**config.mk**
```make
export PLATFORM = sky130hd
export DESIGN_NAME = ma_seq
export DESIGN_NICKNAME = d
export VERILOG_FILES = /design/src/rtl/ma_seq.sv
export SDC_FILE = /design/constraint.sdc
export NUM_CORES = 1
export LEC_CHECK = 0
export ABC_CLOCK_PERIOD_IN_PS = 9800
export BUFFER_PORTS_ARGS = -buffer_cell sky130_fd_sc_hd__buf_4
export CAP_MARGIN = 15
export CORE_MARGIN = 3
export CORE_UTILIZATION = 50
export CTS_BUF_LIST = sky130_fd_sc_hd__clkbuf_4 sky130_fd_sc_hd__clkbuf_8
export DETAILED_ROUTE_END_ITERATION = 16
export GPL_TIMING_DRIVEN = 0
export PLACE_DENSITY = 0.78
export SLEW_MARGIN = 20
export SYNTH_ARGS = -nofsm -noshare
export SYNTH_HDL_FRONTEND = slang
export SYNTH_SLANG_ARGS = --single-unit
```
**constraint.sdc**
```tcl
create_clock -name clk -period 9.8 [get_ports clk]
set_clock_uncertainty 0.2 [all_clocks]
set_input_delay 0 -clock clk [delete_from_list [all_inputs] [get_ports clk]]
set_output_delay 0 -clock clk [all_outputs]
set_load 0.1 [all_outputs]
```
**src/rtl/ma_seq.sv**
```systemverilog
// Sequencer around the moving-average core: AXI-Stream handshake, core enable/clear,
// window-fill tracking and an output FIFO. Define MA_SEQ_WARMUP_EN to suppress partial-window results.
module ma_seq #(
  parameter int WORD_LENGTH       = 71,
  parameter int MA_SNAPSHOT_COUNT = 4,
  parameter int MA_LAT            = 1,
  parameter int OB_DEPTH          = MA_LAT + 2
) (
  input  logic                   clk,
  input  logic                   rst,
  input  logic [WORD_LENGTH-1:0] s_tdata,
  input  logic                   s_tvalid,
  input  logic                   s_tlast,
  output logic                   s_tready,
  output logic [WORD_LENGTH-1:0] m_tdata,
  output logic                   m_tvalid,
  output logic                   m_tlast,
  input  logic                   m_tready,
  output logic                   ma_en,
  output logic [WORD_LENGTH-1:0] ma_in,
  output logic                   ma_clr,
  input  logic [WORD_LENGTH-1:0] ma_out,
  output logic                   busy
);

  localparam int N   = MA_SNAPSHOT_COUNT;
  localparam int FCW = (N > 2) ? $clog2(N) : 1;
  localparam int OCW = $clog2(OB_DEPTH + 1);
  localparam int ICW = $clog2(MA_LAT + 1);
  localparam int SCW = $clog2(OB_DEPTH + MA_LAT + 1);
  localparam int PW  = (OB_DEPTH > 1) ? $clog2(OB_DEPTH) : 1;

  typedef enum logic [1:0] {
    CLEAR,
    FILL,
    RUN,
    DRAIN
  } state_t;

  state_t state, state_nx;
  logic [FCW-1:0] fill_cnt, fill_cnt_nx;

  logic accept;
  logic keep;
  logic credit_ok;
  logic push, pop;

  logic [MA_LAT-1:0] pipe_vld;
  logic [MA_LAT-1:0] pipe_keep;
  logic [MA_LAT-1:0] pipe_last;
  logic [ICW-1:0]    inflight;

  logic [WORD_LENGTH-1:0] mem [OB_DEPTH];
  logic [OB_DEPTH-1:0]    last_mem;
  logic [PW-1:0]          wr_ptr, rd_ptr;
  logic [OCW-1:0]         occ;

  function automatic logic [PW-1:0] ptr_inc(input logic [PW-1:0] p);
    return (p == PW'(OB_DEPTH - 1)) ? '0 : p + PW'(1);
  endfunction

  // Input side
  always_comb begin
    inflight = '0;
    for (int unsigned i = 0; i < MA_LAT; i++)
      inflight = inflight + ICW'(pipe_vld[i]);
  end

  // Credit ignores a same-cycle pop so s_tready never depends on m_tready.
  assign credit_ok = (SCW'(occ) + SCW'(inflight)) < SCW'(OB_DEPTH);
  assign s_tready  = ((state == FILL) || (state == RUN)) && credit_ok;
  assign accept    = s_tvalid && s_tready;
  assign ma_en     = accept;
  assign ma_in     = s_tdata;
  assign ma_clr    = (state == CLEAR) && !rst;
  assign busy      = !((state == FILL) && (occ == '0));

`ifdef MA_SEQ_WARMUP_EN
  assign keep = (state != FILL) || s_tlast;
`else
  assign keep = 1'b1;
`endif

  // FSM
  always_ff @(posedge clk or posedge rst) begin
    if (rst) begin
      state    <= CLEAR;
      fill_cnt <= '0;
    end else begin
      state    <= state_nx;
      fill_cnt <= fill_cnt_nx;
    end
  end

  always_comb begin
    state_nx    = state;
    fill_cnt_nx = fill_cnt;
    case (state)
      CLEAR: begin
        fill_cnt_nx = '0;
        state_nx    = FILL;
      end
      FILL: begin
        if (accept) begin
          fill_cnt_nx = fill_cnt + FCW'(1);
          if (s_tlast)
            state_nx = DRAIN;
          else if (fill_cnt == FCW'(N - 2))
            state_nx = RUN;
        end
      end
      RUN: begin
        if (accept) begin
          if (fill_cnt != FCW'(N - 1))
            fill_cnt_nx = fill_cnt + FCW'(1);
          if (s_tlast)
            state_nx = DRAIN;
        end
      end
      DRAIN: begin
        if ((pipe_vld == '0) && (occ == '0))
          state_nx = CLEAR;
      end
      default: state_nx = CLEAR;
    endcase
  end

  // Tag pipeline: aligns {keep,last} with the core result MA_LAT cycles later
  always_ff @(posedge clk or posedge rst) begin
    if (rst) begin
      pipe_vld  <= '0;
      pipe_keep <= '0;
      pipe_last <= '0;
    end else begin
      pipe_vld[0]  <= accept;
      pipe_keep[0] <= keep;
      pipe_last[0] <= s_tlast;
      for (int unsigned i = 1; i < MA_LAT; i++) begin
        pipe_vld[i]  <= pipe_vld[i-1];
        pipe_keep[i] <= pipe_keep[i-1];
        pipe_last[i] <= pipe_last[i-1];
      end
    end
  end

  // Output FIFO
  assign push = pipe_vld[MA_LAT-1] && pipe_keep[MA_LAT-1];
  assign pop  = m_tvalid && m_tready;

  always_ff @(posedge clk or posedge rst) begin
    if (rst) begin
      wr_ptr <= '0;
      rd_ptr <= '0;
      occ    <= '0;
    end else begin
      if (push)
        wr_ptr <= ptr_inc(wr_ptr);
      if (pop)
        rd_ptr <= ptr_inc(rd_ptr);
      case ({push, pop})
        2'b10:   occ <= occ + OCW'(1);
        2'b01:   occ <= occ - OCW'(1);
        default: occ <= occ;
      endcase
    end
  end

  always_ff @(posedge clk) begin
    if (push) begin
      mem[wr_ptr]      <= ma_out;
      last_mem[wr_ptr] <= pipe_last[MA_LAT-1];
    end
  end

  assign m_tvalid = (occ != '0);
  assign m_tdata  = m_tvalid ? mem[rd_ptr] : '0;
  assign m_tlast  = m_tvalid && last_mem[rd_ptr];

`ifndef SYNTHESIS
  overflow_check: assert property (@(posedge clk) disable iff (rst)
    !(push && (occ == OCW'(OB_DEPTH))));
`endif

endmodule

```
==> flow_results.xml <==
<?xml version="1.0" encoding="UTF-8"?>
<metrics>
  <group name="detailed_routing">
    <metric name="detailedRoute.firstPassIterationCount" unit="">5</metric>
    <metric name="drt_drc_violations_left" unit="">0</metric>
    <metric name="drt_wl_total" unit="mm">26.0</metric>
    <metric name="drt_iter0_markers" unit="">321</metric>
    <metric name="via_per_inst" unit="">5.10</metric>
    <metric name="antenna_left" unit="">0</metric>
    <metric name="routed-via-count" unit="">6746</metric>
    <metric name="wire_per_inst" unit="microns">19.7</metric>
  </group>
  <group name="global_routing">
    <metric name="top_usage_layer" unit="">met2</metric>
    <metric name="first_global_vias" unit="">6832</metric>
    <metric name="grt_pass1_wl" unit="mm">37.1</metric>
    <metric name="gr-usage-all-layers" unit="">0.237</metric>
    <metric name="grt_overflow_total" unit="">0</metric>
    <metric name="grt_util_met2" unit="">0.441</metric>
    <metric name="grt.met1_usage" unit="">0.257</metric>
    <metric name="pin_count_of_the_biggest_net_entering_global_routing" unit="">14</metric>
    <metric name="antenna_found_initial" unit="">2</metric>
    <metric name="globalRouteMet3Util" unit="">0.0572</metric>
  </group>
  <group name="clocking">
    <metric name="cts_setup_buffers" unit="">0</metric>
    <metric name="clockRootBuffer" unit="">sky130_fd_sc_hd__clkbuf_8</metric>
    <metric name="worstSkewPairLatency" unit="ns">0.51</metric>
    <metric name="tritoncts" unit="">done</metric>
    <metric name="cts.clk_slew.worst_paths" unit="ns">0.06</metric>
    <metric name="tritoncts.num_buffers" unit="">36</metric>
    <metric name="clockBufferDepth" unit="">3</metric>
    <metric name="cts.sinks" unit="">229</metric>
    <metric name="cts_htree_levels" unit="">2</metric>
  </group>
  <group name="floorplanning">
    <metric name="core.rowCount" unit="">50</metric>
    <metric name="io-pin-count" unit="">295</metric>
    <metric name="die-height" unit="microns">145</metric>
    <metric name="design.core.area" unit="sq um">18800</metric>
    <metric name="initial_utilization" unit="">0.512</metric>
    <metric name="die-width" unit="microns">145</metric>
    <metric name="area_of_the_die" unit="sq um">20900</metric>
  </group>
  <group name="timing">
    <metric name="layout_min_cycle_time" unit="ns">2.59</metric>
    <metric name="grt_setup_unrepaired" unit="">no</metric>
    <metric name="finalSetupViolations" unit="">0</metric>
    <metric name="hold_viol" unit="">0</metric>
    <metric name="finalMaxSlewViolations" unit="">0</metric>
    <metric name="fmax" unit="GHz">0.387</metric>
    <metric name="tightestPinTransition" unit="ns">0.741</metric>
    <metric name="worst_slew_margin_rel" unit="">0.504</metric>
    <metric name="period_share" unit="">0.264</metric>
  </group>
  <group name="yosys">
    <metric name="mapped_area" unit="sq um">9610</metric>
    <metric name="yosys-top-cells-area" unit="">sky130_fd_sc_hd__edfxtp_1 (67%), sky130_fd_sc_hd__mux2i_1 (7.6%), sky130_fd_sc_hd__buf_4 (5.8%)</metric>
    <metric name="post-synth-top-area-fraction" unit="">0.675</metric>
    <metric name="synth.avg_cell_area" unit="sq um">14.1</metric>
    <metric name="ys_seq_elements" unit="">229</metric>
    <metric name="synth_edf_count" unit="">216</metric>
    <metric name="yosys.cell_types.count" unit="">38</metric>
    <metric name="ys_seq_area_frac" unit="">0.709</metric>
    <metric name="synth-async-reset-ratio" unit="">0.0568</metric>
    <metric name="yosysWarnings" unit="">0</metric>
    <metric name="yosysTopAreaCell" unit="">sky130_fd_sc_hd__edfxtp_1</metric>
    <metric name="netlist_instances" unit="">680</metric>
    <metric name="synthFlopType" unit="">sky130_fd_sc_hd__edfxtp_1</metric>
    <metric name="postSynthNetCount" unit="">837</metric>
  </group>
  <group name="placed_design">
    <metric name="weighted_congestion_reported_at_the_end_of_routability_driven_placement" unit="">0.872</metric>
    <metric name="post-dp-hpwl" unit="mm">17.5</metric>
    <metric name="dpl.cell_count" unit="">1164</metric>
    <metric name="io_buffers" unit="">223</metric>
  </group>
  <group name="critical_path">
    <metric name="worstPathMaxFanout" unit="">10</metric>
    <metric name="endpoint_kind" unit="">primary output</metric>
    <metric name="critPathLaunchType" unit="">flip-flop</metric>
    <metric name="worst-endpoint-arrival" unit="ns">2.39</metric>
    <metric name="worst-setup-path-type" unit="">reg -&gt; out</metric>
    <metric name="critPathRequiredTime" unit="ns">9.60</metric>
  </group>
  <group name="cells_and_area">
    <metric name="nNetsFinal" unit="">1220</metric>
    <metric name="drive_gt1_frac" unit="">0.377</metric>
    <metric name="post_layout_nonfiller_instances" unit="">1324</metric>
    <metric name="layout_overhead_on_the_synthesized_area" unit="%">40.5</metric>
    <metric name="finish.utilization" unit="">0.719</metric>
  </group>
  <group name="status">
    <metric name="run_status" unit="">finished, final reports clean</metric>
  </group>
  <group name="worst_hold_path">
    <metric name="holdCritPathClass" unit="">in -&gt; reg</metric>
  </group>
  <group name="job">
    <metric name="cap_viol_max_count" unit="">0</metric>
  </group>
</metrics>
[cells in the mapped netlist, types with 3 or more instances]
library cell and count:
sky130_fd_sc_hd__edfxtp_1 216, sky130_fd_sc_hd__nor2_1 148, sky130_fd_sc_hd__buf_4 74, sky130_fd_sc_hd__mux2i_1 73, sky130_fd_sc_hd__a21oi_1 71, sky130_fd_sc_hd__dfrtp_1 13
sky130_fd_sc_hd__buf_2 11, sky130_fd_sc_hd__ha_1 10, sky130_fd_sc_hd__buf_1 8, sky130_fd_sc_hd__inv_1 7, sky130_fd_sc_hd__clkbuf_1 6, sky130_fd_sc_hd__buf_6 5
sky130_fd_sc_hd__nand2_1 4, sky130_fd_sc_hd__nor3b_1 4, sky130_fd_sc_hd__a21o_1 3
[critical path, cell delays in order (launching register included)]
cell and delay [ns]:
sky130_fd_sc_hd__dfrtp_1 0.31, sky130_fd_sc_hd__buf_2 0.29, sky130_fd_sc_hd__buf_2 0.33, sky130_fd_sc_hd__buf_2 0.31
sky130_fd_sc_hd__a21oi_1 0.12, sky130_fd_sc_hd__nor2_1 0.18, sky130_fd_sc_hd__buf_4 0.33
[path summary, 6_finish.rpt]
check,from,end,slack [ns],cells past startpoint
max in group asynchronous,rst,rd_ptr[1]$_DFFE_PP0P_,8.58,4
setup / recovery,rd_ptr[1]$_DFFE_PP0P_,m_tdata[20],7.21,6
min in group asynchronous,rst,fill_cnt[1]$_DFFE_PP0P_,0.46,4
setup reg to reg,pipe_vld$_DFF_PP0_,mem[2][21]$_DFFE_PP_,7.37,6
hold reg to reg,pipe_last$_DFF_PP0_,last_mem[2]$_DFFE_PP_,0.27,0
hold / removal,ma_out[50],mem[0][50]$_DFFE_PP_,0.02,2
[what timing repair did]
item,CTS,global route
hold endpoints to repair,234,0
resized for setup,0,0
setup endpoints to repair,0,0
hold buffers,95,0
[cell type report]
| class | count | area, sq um |
|---|---|---|
| clock inverter | 10 | 75.1 |
| antenna | 2 | 5.00 |
| multi-input combinational | 340 | 2070 |
| tap | 234 | 293 |
| fill | 1192 | 5270 |
| timing repair buffer | 345 | 2860 |
| inverter | 7 | 26.3 |
| clock buffer | 53 | 642 |
| sequential | 229 | 6810 |
| buffer | 104 | 719 |
[placed cells by master (no fill, tap or decap), types with 2 or more instances in the layout]
master / synthesis / routed
sky130_fd_sc_hd__buf_4: 74 / 315
sky130_fd_sc_hd__mux2i_1: 73 / 73
sky130_fd_sc_hd__dlygate4sd3_1: 0 / 95
sky130_fd_sc_hd__nor2_1: 148 / 148
sky130_fd_sc_hd__diode_2: 0 / 2
sky130_fd_sc_hd__xnor2_1: 2 / 2
sky130_fd_sc_hd__dfrtp_1: 13 / 13
sky130_fd_sc_hd__o21ai_0: 2 / 2
sky130_fd_sc_hd__clkinv_1: 0 / 3
sky130_fd_sc_hd__nor3b_2: 0 / 2
sky130_fd_sc_hd__inv_1: 7 / 7
sky130_fd_sc_hd__clkbuf_4: 0 / 14
sky130_fd_sc_hd__a21o_1: 3 / 3
sky130_fd_sc_hd__buf_2: 11 / 11
sky130_fd_sc_hd__nor2b_1: 2 / 2
sky130_fd_sc_hd__buf_1: 8 / 8
sky130_fd_sc_hd__clkinv_2: 0 / 5
sky130_fd_sc_hd__edfxtp_1: 216 / 216
sky130_fd_sc_hd__nand2_1: 4 / 4
sky130_fd_sc_hd__a21oi_1: 71 / 71
sky130_fd_sc_hd__nor3b_1: 4 / 2
sky130_fd_sc_hd__buf_6: 5 / 14
sky130_fd_sc_hd__clkbuf_1: 6 / 6
sky130_fd_sc_hd__ha_1: 10 / 10
sky130_fd_sc_hd__clkbuf_8: 0 / 39
[per-layer routing]
metal / wire length [microns] / share of wire
met1: 9290 / 0.36
met2: 14000 / 0.54
met3: 1990 / 0.076
met4: 800 / 0.031
met5: 0 / 0
[cell families (layout without fill, tap and decap cells)]
logic type,Yosys count,count (layout),share of synthesized area
buf+inv,111,519,0.0776
xor+xnor,3,3,0.00273
mux,75,75,0.0788
flops,229,229,0.709
simple gates,166,166,0.0691
compound gates,85,85,0.0497
fa+ha+maj,10,10,0.0130
other cells,1,3,0.000390
[stage by stage]
stage | hold WS, ns | worst slack (ns) | setup TNS [ns] | area, sq um
after floorplan | -0.323 | 3.17 | 0 | 9610
after global placement | -0.121 | -0.358 | -46.44 | 11600
after detailed placement | -0.118 | 7.38 | 0 | 11800
after CTS | 0.000160 | 7.14 | 0 | 13500
after global routing | 0.00739 | 7.11 | 0 | 13500
final | 0.0166 | 7.21 | 0 | 13500
[sequential cells by signal, indices dropped and copies added, names as in the netlist]
signal,flops
pipe_keep,1
pipe_vld,1
rd_ptr,2
fill_cnt,2
wr_ptr,2
mem,213
state,2
pipe_last,1
occ,2
last_mem,3
Power is left out: the tool's default activity adds up to more than one toggle a clock period on the data nets, which glitch-free logic cannot reach.
